File: config.mk
export PLATFORM = sky130hd
export DESIGN_NAME = count_up_16_bit_timer_ctrl_flat
export DESIGN_NICKNAME = d
export VERILOG_FILES = /design/src/rtl/count_up_16_bit_timer_ctrl_pkg.sv /design/src/rtl/count_up_16_bit_timer_ctrl_if.sv /design/src/rtl/count_up_16_bit_timer_ctrl_core.sv /design/src/rtl/count_up_16_bit_timer_ctrl.sv /design/src/flat_wrapper.sv
export SDC_FILE = /design/constraint.sdc
export NUM_CORES = 1
export LEC_CHECK = 0
export CORE_MARGIN = 2
export CORE_UTILIZATION = 45
export CTS_BUF_LIST = sky130_fd_sc_hd__clkbuf_4 sky130_fd_sc_hd__clkbuf_8 sky130_fd_sc_hd__clkbuf_16
export DETAILED_ROUTE_END_ITERATION = 12
export PLACE_DENSITY = 0.83
export SLEW_MARGIN = 15
export SYNTH_ARGS = -nofsm -noshare
export SYNTH_HDL_FRONTEND = slang
export SYNTH_HIERARCHICAL = 1
export SYNTH_SLANG_ARGS = --single-unit
File: constraint.sdc
create_clock -name clk -period 1.8 [get_ports clk]
set_clock_uncertainty 0.05 [all_clocks]
set_input_delay 0.45 -clock clk [delete_from_list [all_inputs] [get_ports clk]]
set_output_delay 0.45 -clock clk [all_outputs]
set_load 0.005 [all_outputs]
File: src/rtl/count_up_16_bit_timer_ctrl_pkg.sv
// ============================================================================
// timer_ctrl_pkg: shared state encoding and width constants for the timer.
// Revision: 1.0
// ============================================================================
`default_nettype none

package timer_ctrl_pkg;
  localparam int COUNT_W = 16;
  localparam logic [COUNT_W-1:0] DEFAULT_LIMIT = 16'hEA60;

  typedef enum logic [1:0] {
    IDLE  = 2'd0,
    RUN   = 2'd1,
    PAUSE = 2'd2,
    DONE  = 2'd3
  } state_t;
endpackage

`default_nettype wire

File: src/rtl/count_up_16_bit_timer_ctrl_if.sv
// ============================================================================
// count_up_16_bit_timer_ctrl_if: command/status bundle of the timer (PRESCALE_EN adds prescale).
// Revision: 1.0
// ============================================================================
`default_nettype none

interface count_up_16_bit_timer_ctrl_if;
  import timer_ctrl_pkg::*;

  logic               start;
  logic               stop;
  logic               clear;
  logic               one_shot;
  logic [COUNT_W-1:0] limit;
`ifdef PRESCALE_EN
  logic [7:0]         prescale;
`endif
  logic [COUNT_W-1:0] count_out;
  logic               tick;
  logic               busy;
  logic               done;
  logic [1:0]         state;

  modport master (
`ifdef PRESCALE_EN
    output prescale,
`endif
    output start, stop, clear, one_shot, limit,
    input  count_out, tick, busy, done, state
  );

  modport slave (
`ifdef PRESCALE_EN
    input  prescale,
`endif
    input  start, stop, clear, one_shot, limit,
    output count_out, tick, busy, done, state
  );
endinterface

`default_nettype wire

File: src/rtl/count_up_16_bit_timer_ctrl_core.sv
// ============================================================================
// count_core_16: 16-bit up-counter with clear/hold/advance and terminal compare.
// Revision: 1.0
// ============================================================================
`default_nettype none

module count_core_16
  import timer_ctrl_pkg::*;
(
  input  logic               clk,
  input  logic               rst,
  input  logic               clear,
  input  logic               hold,
  input  logic               advance,
  input  logic               wrap_en,
  input  logic [COUNT_W-1:0] term,
  output logic [COUNT_W-1:0] count,
  output logic               terminal
);
  logic step;

  assign step     = advance && !hold;
  // Compare happens before the increment, so term=16'hFFFF never overflows.
  assign terminal = step && (count == term);

  always_ff @(posedge clk) begin
    if (rst || clear) begin
      count <= '0;
    end else if (step) begin
      if (count == term) begin
        if (wrap_en) count <= '0;
      end else begin
        count <= count + 1'b1;
      end
    end
  end
endmodule

`default_nettype wire

File: src/rtl/count_up_16_bit_timer_ctrl.sv
// ============================================================================
// count_up_16_bit_timer_ctrl: start/stop/clear sequencer around count_core_16.
// Optional macro PRESCALE_EN adds an 8-bit advance prescaler. Revision: 1.0
// ============================================================================
`default_nettype none

module count_up_16_bit_timer_ctrl
  import timer_ctrl_pkg::*;
#(
  parameter logic [COUNT_W-1:0] RESET_LIMIT = DEFAULT_LIMIT
) (
  input  logic                          clk,
  input  logic                          rst,
  count_up_16_bit_timer_ctrl_if.slave   bus
);
  state_t             state_q, state_d;
  logic [COUNT_W-1:0] limit_q;
  logic               mode_q;
  logic               tick_q;
  logic               cmd_clear, cmd_stop, cmd_start;
  logic               load, advance, terminal, pre_hit;
  logic [COUNT_W-1:0] count;

  assign cmd_clear = bus.clear;
  assign cmd_stop  = bus.stop && !bus.clear;
  assign cmd_start = bus.start && !bus.stop && !bus.clear;
  assign load      = cmd_start && (state_q == IDLE || state_q == DONE);
  assign advance   = (state_q == RUN) && !cmd_clear && !cmd_stop && pre_hit;

`ifdef PRESCALE_EN
  logic [7:0] prescale_q, pcnt_q;

  assign pre_hit = (pcnt_q == prescale_q);

  always_ff @(posedge clk) begin
    if (rst) begin
      prescale_q <= '0;
      pcnt_q     <= '0;
    end else begin
      if (load) prescale_q <= bus.prescale;
      if (load || cmd_clear) pcnt_q <= '0;
      else if (state_q == RUN && !cmd_stop) pcnt_q <= pre_hit ? 8'd0 : pcnt_q + 8'd1;
    end
  end
`else
  assign pre_hit = 1'b1;
`endif

  count_core_16 u_core (
    .clk      (clk),
    .rst      (rst),
    .clear    (cmd_clear || load),
    .hold     (state_q != RUN),
    .advance  (advance),
    .wrap_en  (!mode_q),
    .term     (limit_q),
    .count    (count),
    .terminal (terminal)
  );

  always_comb begin
    state_d = state_q;
    if (cmd_clear) begin
      state_d = IDLE;
    end else begin
      case (state_q)
        IDLE, DONE: if (cmd_start) state_d = RUN;
        RUN: begin
          if (cmd_stop) state_d = PAUSE;
          else if (terminal && mode_q) state_d = DONE;
        end
        PAUSE: if (cmd_start) state_d = RUN;
        default: state_d = IDLE;
      endcase
    end
  end

  always_ff @(posedge clk) begin
    if (rst) begin
      state_q <= IDLE;
      limit_q <= RESET_LIMIT;
      mode_q  <= 1'b0;
      tick_q  <= 1'b0;
    end else begin
      state_q <= state_d;
      tick_q  <= terminal;
      if (load) begin
        limit_q <= bus.limit;
        mode_q  <= bus.one_shot;
      end
    end
  end

  assign bus.count_out = count;
  assign bus.tick      = tick_q;
  assign bus.busy      = (state_q == RUN) || (state_q == PAUSE);
  assign bus.done      = (state_q == DONE);
  assign bus.state     = state_q;
endmodule

`default_nettype wire

File: src/flat_wrapper.sv
// flat-port wrapper written by rule: the top's interface ports become plain ports
module count_up_16_bit_timer_ctrl_flat import timer_ctrl_pkg::*;
#(
  parameter logic [COUNT_W-1:0] RESET_LIMIT = DEFAULT_LIMIT
)
  (clk, rst, bus_start, bus_stop, bus_clear, bus_one_shot, bus_limit, bus_count_out, bus_tick, bus_busy, bus_done, bus_state);
  count_up_16_bit_timer_ctrl_if bus_i ();
  input  logic clk;
  input  logic rst;
  input wire logic [$bits(bus_i.start)-1:0] bus_start;
  input wire logic [$bits(bus_i.stop)-1:0] bus_stop;
  input wire logic [$bits(bus_i.clear)-1:0] bus_clear;
  input wire logic [$bits(bus_i.one_shot)-1:0] bus_one_shot;
  input wire logic [$bits(bus_i.limit)-1:0] bus_limit;
  output wire logic [$bits(bus_i.count_out)-1:0] bus_count_out;
  output wire logic [$bits(bus_i.tick)-1:0] bus_tick;
  output wire logic [$bits(bus_i.busy)-1:0] bus_busy;
  output wire logic [$bits(bus_i.done)-1:0] bus_done;
  output wire logic [$bits(bus_i.state)-1:0] bus_state;
  assign bus_i.start = bus_start;
  assign bus_i.stop = bus_stop;
  assign bus_i.clear = bus_clear;
  assign bus_i.one_shot = bus_one_shot;
  assign bus_i.limit = bus_limit;
  assign bus_count_out = bus_i.count_out;
  assign bus_tick = bus_i.tick;
  assign bus_busy = bus_i.busy;
  assign bus_done = bus_i.done;
  assign bus_state = bus_i.state;
  count_up_16_bit_timer_ctrl #(.RESET_LIMIT(RESET_LIMIT)) u_core (.clk(clk), .rst(rst), .bus(bus_i));
endmodule
# Word-level counts from Yosys, hierarchy flattened

Cells that the tools add are included.

Output and inout bits: 21
Word-level logic and storage cells: 42
Memories kept: 0
RAM bits: 0
Bits of input ports: 22
Latch bits: 0
Memory bits (read-only): 0
Bits in registers: 36

Shift operators: 0
Multipliers: 0
Divide/modulo/power cells: 0
Magnitude comparators: 0
Bitwise gates (word level): 0
Reduce and logical (&&, ||, !) cells: 22
Add/subtract/negate cells: 1
Mux-type cells: 6
Equal/unequal tests: 8

Operators with widths:

| cell                  | count |
|---|---|
| $mux 16               | 2 |
| $add 16x1->16 const B | 1 |
| $eq 16x16->1          | 1 |
| $logic_and 1x1->1     | 9 |
| $mux 2                | 3 |
| $eq 2x2->1 const B    | 2 |
| $logic_not 1->1       | 4 |
| $logic_or 1x1->1      | 4 |
| $ne 2x1->1 const B    | 2 |
| $pmux 2 s2            | 1 |
| $reduce_and 2->1      | 2 |
| $ne 3x2->1 const B    | 1 |
| $reduce_or 3->1       | 1 |
| $eq 2x1->1 const B    | 1 |
| $logic_not 2->1       | 1 |
| $ne 2x2->1 const B    | 1 |
| $reduce_or 2->1       | 1 |

# Longest topological paths before layout

Depth in word-level cells: 10
Depth in mapped cells: 11
Gate-level depth less buffers: 9

# Hierarchy

Netlist, hierarchy kept.

By module, submodules not included:

| module                     | times used | area each (um^2) | seq. area each (um^2) | cells an instance |
|---|---|---|---|---|
| count_core_16              | 1          | 1343.8           | 320.3                 | 173 |
| count_up_16_bit_timer_ctrl | 1          | 835.8            | 400.4                 | 97 |

# Worst setup path before layout

OpenSTA, ideal clock, no wires.

Path type: register -> register
Start: register u_core.u_core.count[7]
End: register u_core.state_q[1], in the netlist u_core/bus.state[1]
Slack: -194 ps
Data required time: 1664 ps
Setup time: 86 ps
Arrival time: 1859 ps
Stages on the path, launching flop included: 11
Period minus slack after synthesis: 1994 ps
Path buffers: 3
Path through: dfxtp_1 buf_2 xnor2_1 nand4_1 nor4_4 buf_6 buf_6 and2_1 and2_1 o21ai_0 a211oi_1

Longest elaborated chain between the ends: 5

RTL lines:

| item                              | RTL line                              | source |
|---|---|---|
| start, declared                   | count_up_16_bit_timer_ctrl_core.sv:17 | `output logic [COUNT_W-1:0] count,` |
| start signal, assigned            | count_up_16_bit_timer_ctrl_core.sv:33 | `count <= count + 1'b1;` |
| $eq 16x16->1                      | count_up_16_bit_timer_ctrl_core.sv:24 | `assign terminal = step && (count == term);` |
| $logic_and 1x1->1                 | count_up_16_bit_timer_ctrl_core.sv:24 |  |
| via u_core.terminal               | count_up_16_bit_timer_ctrl.sv:21      | `logic load, advance, terminal, pre_hit;` |
| $logic_and 1x1->1                 | count_up_16_bit_timer_ctrl.sv:70      | `else if (terminal && mode_q) state_d = DONE;` |
| $ne 3x2->1 (no source line)       | -                                     |  |
| $reduce_and 2->1 (no source line) | -                                     |  |
| end signal, assigned              | count_up_16_bit_timer_ctrl.sv:85      | `state_q <= state_d;` |
| end, declared                     | count_up_16_bit_timer_ctrl.sv:16      | `state_t state_q, state_d;` |

The timed path passes the listed nets, and every way through them passes these cells.
A chain may end at the register's enable or synchronous reset.

# Worst setup path in the final report

Start: register u_core.state_q[1], in the netlist u_core/bus.state[1]
End: register u_core.u_core.count[10]

Longest elaborated chain between the ends: 5
Elaborated cells between the ends (all ways): 13
Those cells by class: eq/ne: 3; reduce/logical: 10

RTL lines:

| item                              | RTL line                              | source |
|---|---|---|
| $eq 2x1->1                        | count_up_16_bit_timer_ctrl.sv:28      | `assign advance = (state_q == RUN) && !cmd_clear && !cmd_stop && pre_hit;` |
| $logic_and 1x1->1 (2 in a row)    | count_up_16_bit_timer_ctrl.sv:28      |  |
| via u_core.advance                | count_up_16_bit_timer_ctrl.sv:21      |  |
| $logic_and 1x1->1                 | count_up_16_bit_timer_ctrl_core.sv:22 | `assign step = advance && !hold;` |
| $reduce_and 2->1 (no source line) | -                                     |  |

The timed path passes the listed nets, and every way through them passes these cells.

==> impl_metrics.env <==
export IMPL_reg2reg_slack_ns=-0.16
export IMPL_synth_top_area_share=0.331
export IMPL_vias=2359
export IMPL_grt_total_usage=0.238
export IMPL_synth_most_common_cell="nand2_1"
export IMPL_overflow=0
export IMPL_die_w_um=73.6
export IMPL_violations="negative setup slack"
export IMPL_outcome="complete, but fails checks"
export IMPL_wl_mm=6.67
export IMPL_comb_power_share=0.099
export IMPL_antenna_cells=0
export IMPL_portBuffers=42
export IMPL_required_ns=1.99
export IMPL_nFillCells=329
export IMPL_area_growth_pct=53.5
export IMPL_crit_type="register to register"
export IMPL_clk_latency_ns=0.30
export IMPL_gp_congestion=0.841
export IMPL_synth_edf_count=0
export IMPL_cts_root_buf="clkbuf_8"
export IMPL_worst_pin_slew_ns=0.456
export IMPL_num_io_pins=43
export IMPL_switching_share=0.237
export IMPL_crit_start="u_core/bus.state[1]"
export IMPL_power_density_nw_per_um2=514
export IMPL_syn_inst=270
export IMPL_numCtsBuffers=5
export IMPL_grt_pass1_wl_mm=9.82
export IMPL_holdCritStartpoint="u_core/limit_q[6]"
export IMPL_hold_class="register to register"
export IMPL_clkTransAtPathRegs_ns=0.09
export IMPL_cp_start_kind="register"
export IMPL_wl_per_cell_um=16.2
export IMPL_core_area_um2=4690
export IMPL_dp_hpwl_mm=4.22
export IMPL_met1_usage=0.297
export IMPL_ys_ff_latch=36
export IMPL_avgSynthCellArea_um2=8.07
export IMPL_worstPathArrival_ns=2.15
export IMPL_ctsHtreeMaxLevel=2
export IMPL_p_sw_mw=0.408
export IMPL_r2r_end="u_core/u_core/count[10]"
export IMPL_die_area_um2=5420
export IMPL_maxCapViolCount=0
export IMPL_drt_iter0_drc=189
export IMPL_slew_headroom=0.696
export IMPL_stdcell_area_um2=3350
export IMPL_fin_crit_ns=1.96
export IMPL_grt_busiest_layer="met2"
export IMPL_place_ws_ns=-0.582
export IMPL_die_h_um=73.6
export IMPL_reg2reg_from="u_core/bus.state[1]"
export IMPL_antenna_left=0
export IMPL_internal_power_mw=1.31
export IMPL_slew_violations=0
export IMPL_pwr_share_seq=0.476
export IMPL_viasPerCell=5.73
export IMPL_final_instance_count_excl_fill=412
export IMPL_num_rows=25
export IMPL_cts_tree="yes"
export IMPL_synth_top_cell_by_area="dfxtp_1"
export IMPL_cts_sinks=36
export IMPL_use_met3=0.0590
export IMPL_dr_pass1_iters=6
export IMPL_synth_area_leaders="dfxtp_1 33%, nand2_1 9.1%, nand3b_1 6.5%"
export IMPL_worstPathMaxFanout=7
export IMPL_grt_pass1_vias=2101
export IMPL_hold_viol_final=0
export IMPL_synth_main_ff_cell="dfxtp_1"
export IMPL_ys_seq_area_frac=0.331
export IMPL_ys_types=47
export IMPL_ys_async_sr_fraction=0
export IMPL_setup_viol=14
export IMPL_drive_gt1_frac=0.349
export IMPL_hold_end="u_core/limit_q[6]"
export IMPL_rsz0062_at_grt="yes"
export IMPL_use_met2=0.398
export IMPL_reg2regPathDepth=10
export IMPL_grt_max_degree=21
export IMPL_synth_common_cells="53 x nand2_1, 36 x dfxtp_1, 19 x nand3b_1, 16 x xnor2_1, 13 x a31oi_1"
export IMPL_post_dp_cell_area_um2=2920
export IMPL_final_setup_worst_slack_ns=-0.165
export IMPL_p_clk_frac=0.425
export IMPL_nets=382
export IMPL_dpl_cell_count=389
export IMPL_cts_buffer_depth=2
export IMPL_max_freq_ghz=0.509
export IMPL_ir_drop_mv=0.376
export IMPL_synth_area_um2=2180
export IMPL_synth_fp_nets=295
export IMPL_whs_path_depth=2
export IMPL_ys_warn_count=6
export IMPL_end_kind="register"
export IMPL_start_util=0.465
export IMPL_antenna_found_initial=0
export IMPL_drc_errors=0
export IMPL_fin_crit_sh=1.09
export IMPL_power_leakage_nw=1.44
==> cell type report <==
class                      count  area (µm²)  share of cell area
multi-input combinational    204        1420               0.424
timing repair buffer         103         960               0.287
sequential                    36         761               0.227
clock buffer                   5        68.8              0.0206
tap                           54        67.6              0.0202
clock inverter                 3        42.5              0.0127
inverter                       7        28.8             0.00860
==> flip-flops by register name, summed over array words and instances (netlist names) <==
register	flops
u_core/limit_q	16
u_core/u_core/count	16
u_core/bus.state	2
u_core/bus.tick	1
u_core/mode_q	1
==> metal layers <==
metal	vias up	wire, µm
met3	21	422
met2	102	3310
met5	-	0
met4	0	155
met1	1117	2780
li1	1119	-
==> logic make-up (layout without fill, tap and decap cells) <==
group,after synthesis,after routing,synth area share
AO/OA/AOI/OAI,53,53,0.158
XOR/XNOR,16,16,0.0643
adder cells (fa/ha/maj),3,3,0.0172
buffers and inverters,30,118,0.0815
flip-flops,36,36,0.331
multiplexers,4,4,0.0189
AND/OR/NAND/NOR,128,128,0.330
==> power groups by stage <==
stage / Sequential (mW) / Combinational (mW) / Clock (mW)
floorplan: 0.841 / 0.0839 / 0
global placement: 0.843 / 0.157 / 0
global route: 0.820 / 0.188 / 0.773
CTS: 0.821 / 0.163 / 0.738
finish: 0.818 / 0.171 / 0.731
detailed placement: 0.844 / 0.161 / 0
==> metrics by stage <==
stage / hold slack [ns] / util / TNS, ns / total power, mW
after floorplan: 0.400 / - / -0.387 / 0.925
after global placement: 0.412 / 0.623 / -8.79 / 1.00
after detailed placement: 0.418 / 0.623 / -10.07 / 1.01
after CTS: 0.430 / 0.683 / -1.00 / 1.72
after global routing: 0.445 / 0.713 / -2.07 / 1.78
final: 0.439 / 0.713 / -0.931 / 1.72
==> cell usage in the layout, fill, tap and decap left out, types with 4 or more instances in the layout <==
master,netlist,routed
nand2_1,53,53
nand3_1,7,7
o21ai_0,10,8
inv_1,7,5
clkbuf_8,0,5
xnor2_2,0,6
a21oi_1,10,10
dfxtp_4,0,6
buf_6,3,8
nand3b_1,19,19
dfxtp_1,36,16
buf_4,5,50
dlymetal6s2s_1,0,12
xnor2_1,16,10
a21o_1,8,8
dfxtp_2,0,14
clkdlybuf4s50_1,0,24
a31oi_1,13,13
nand2b_1,5,4
dlygate4sd2_1,0,5
nand4_1,6,6
==> critical path, cell delays in order, from the launching register on <==
cell	delay, ns
dfxtp_2	0.33
inv_2	0.07
ha_4	0.14
inv_4	0.04
nor3_4	0.16
nand2b_4	0.08
buf_4	0.14
buf_8	0.13
or3_4	0.39
a211oi_2	0.24
a221o_1	0.13
==> repair_timing <==
item / CTS / global route
endpoints found under the setup margin: 28 / 33
cloned: 1 / 0
gates resized for setup: 32 / 35
pin swaps: 12 / 20
setup buffers: 7 / 8
hold buffers: 0 / 0
==> how the worst max path moves through the flow <==
stage / depth (start not counted) / end / slack [ns]
2_1_floorplan: 10 / u_core/bus.state[1] / -0.15
3_3_place_gp: 7 / u_core/u_core/count[5] / -0.48
3_5_place_dp: 7 / u_core/u_core/count[13] / -0.58
4_1_cts: 9 / u_core/u_core/count[13] / -0.14
5_1_grt: 10 / u_core/u_core/count[10] / -0.20
6_report: 10 / u_core/u_core/count[10] / -0.16
Note: power is estimated with default switching activity, not from simulation.
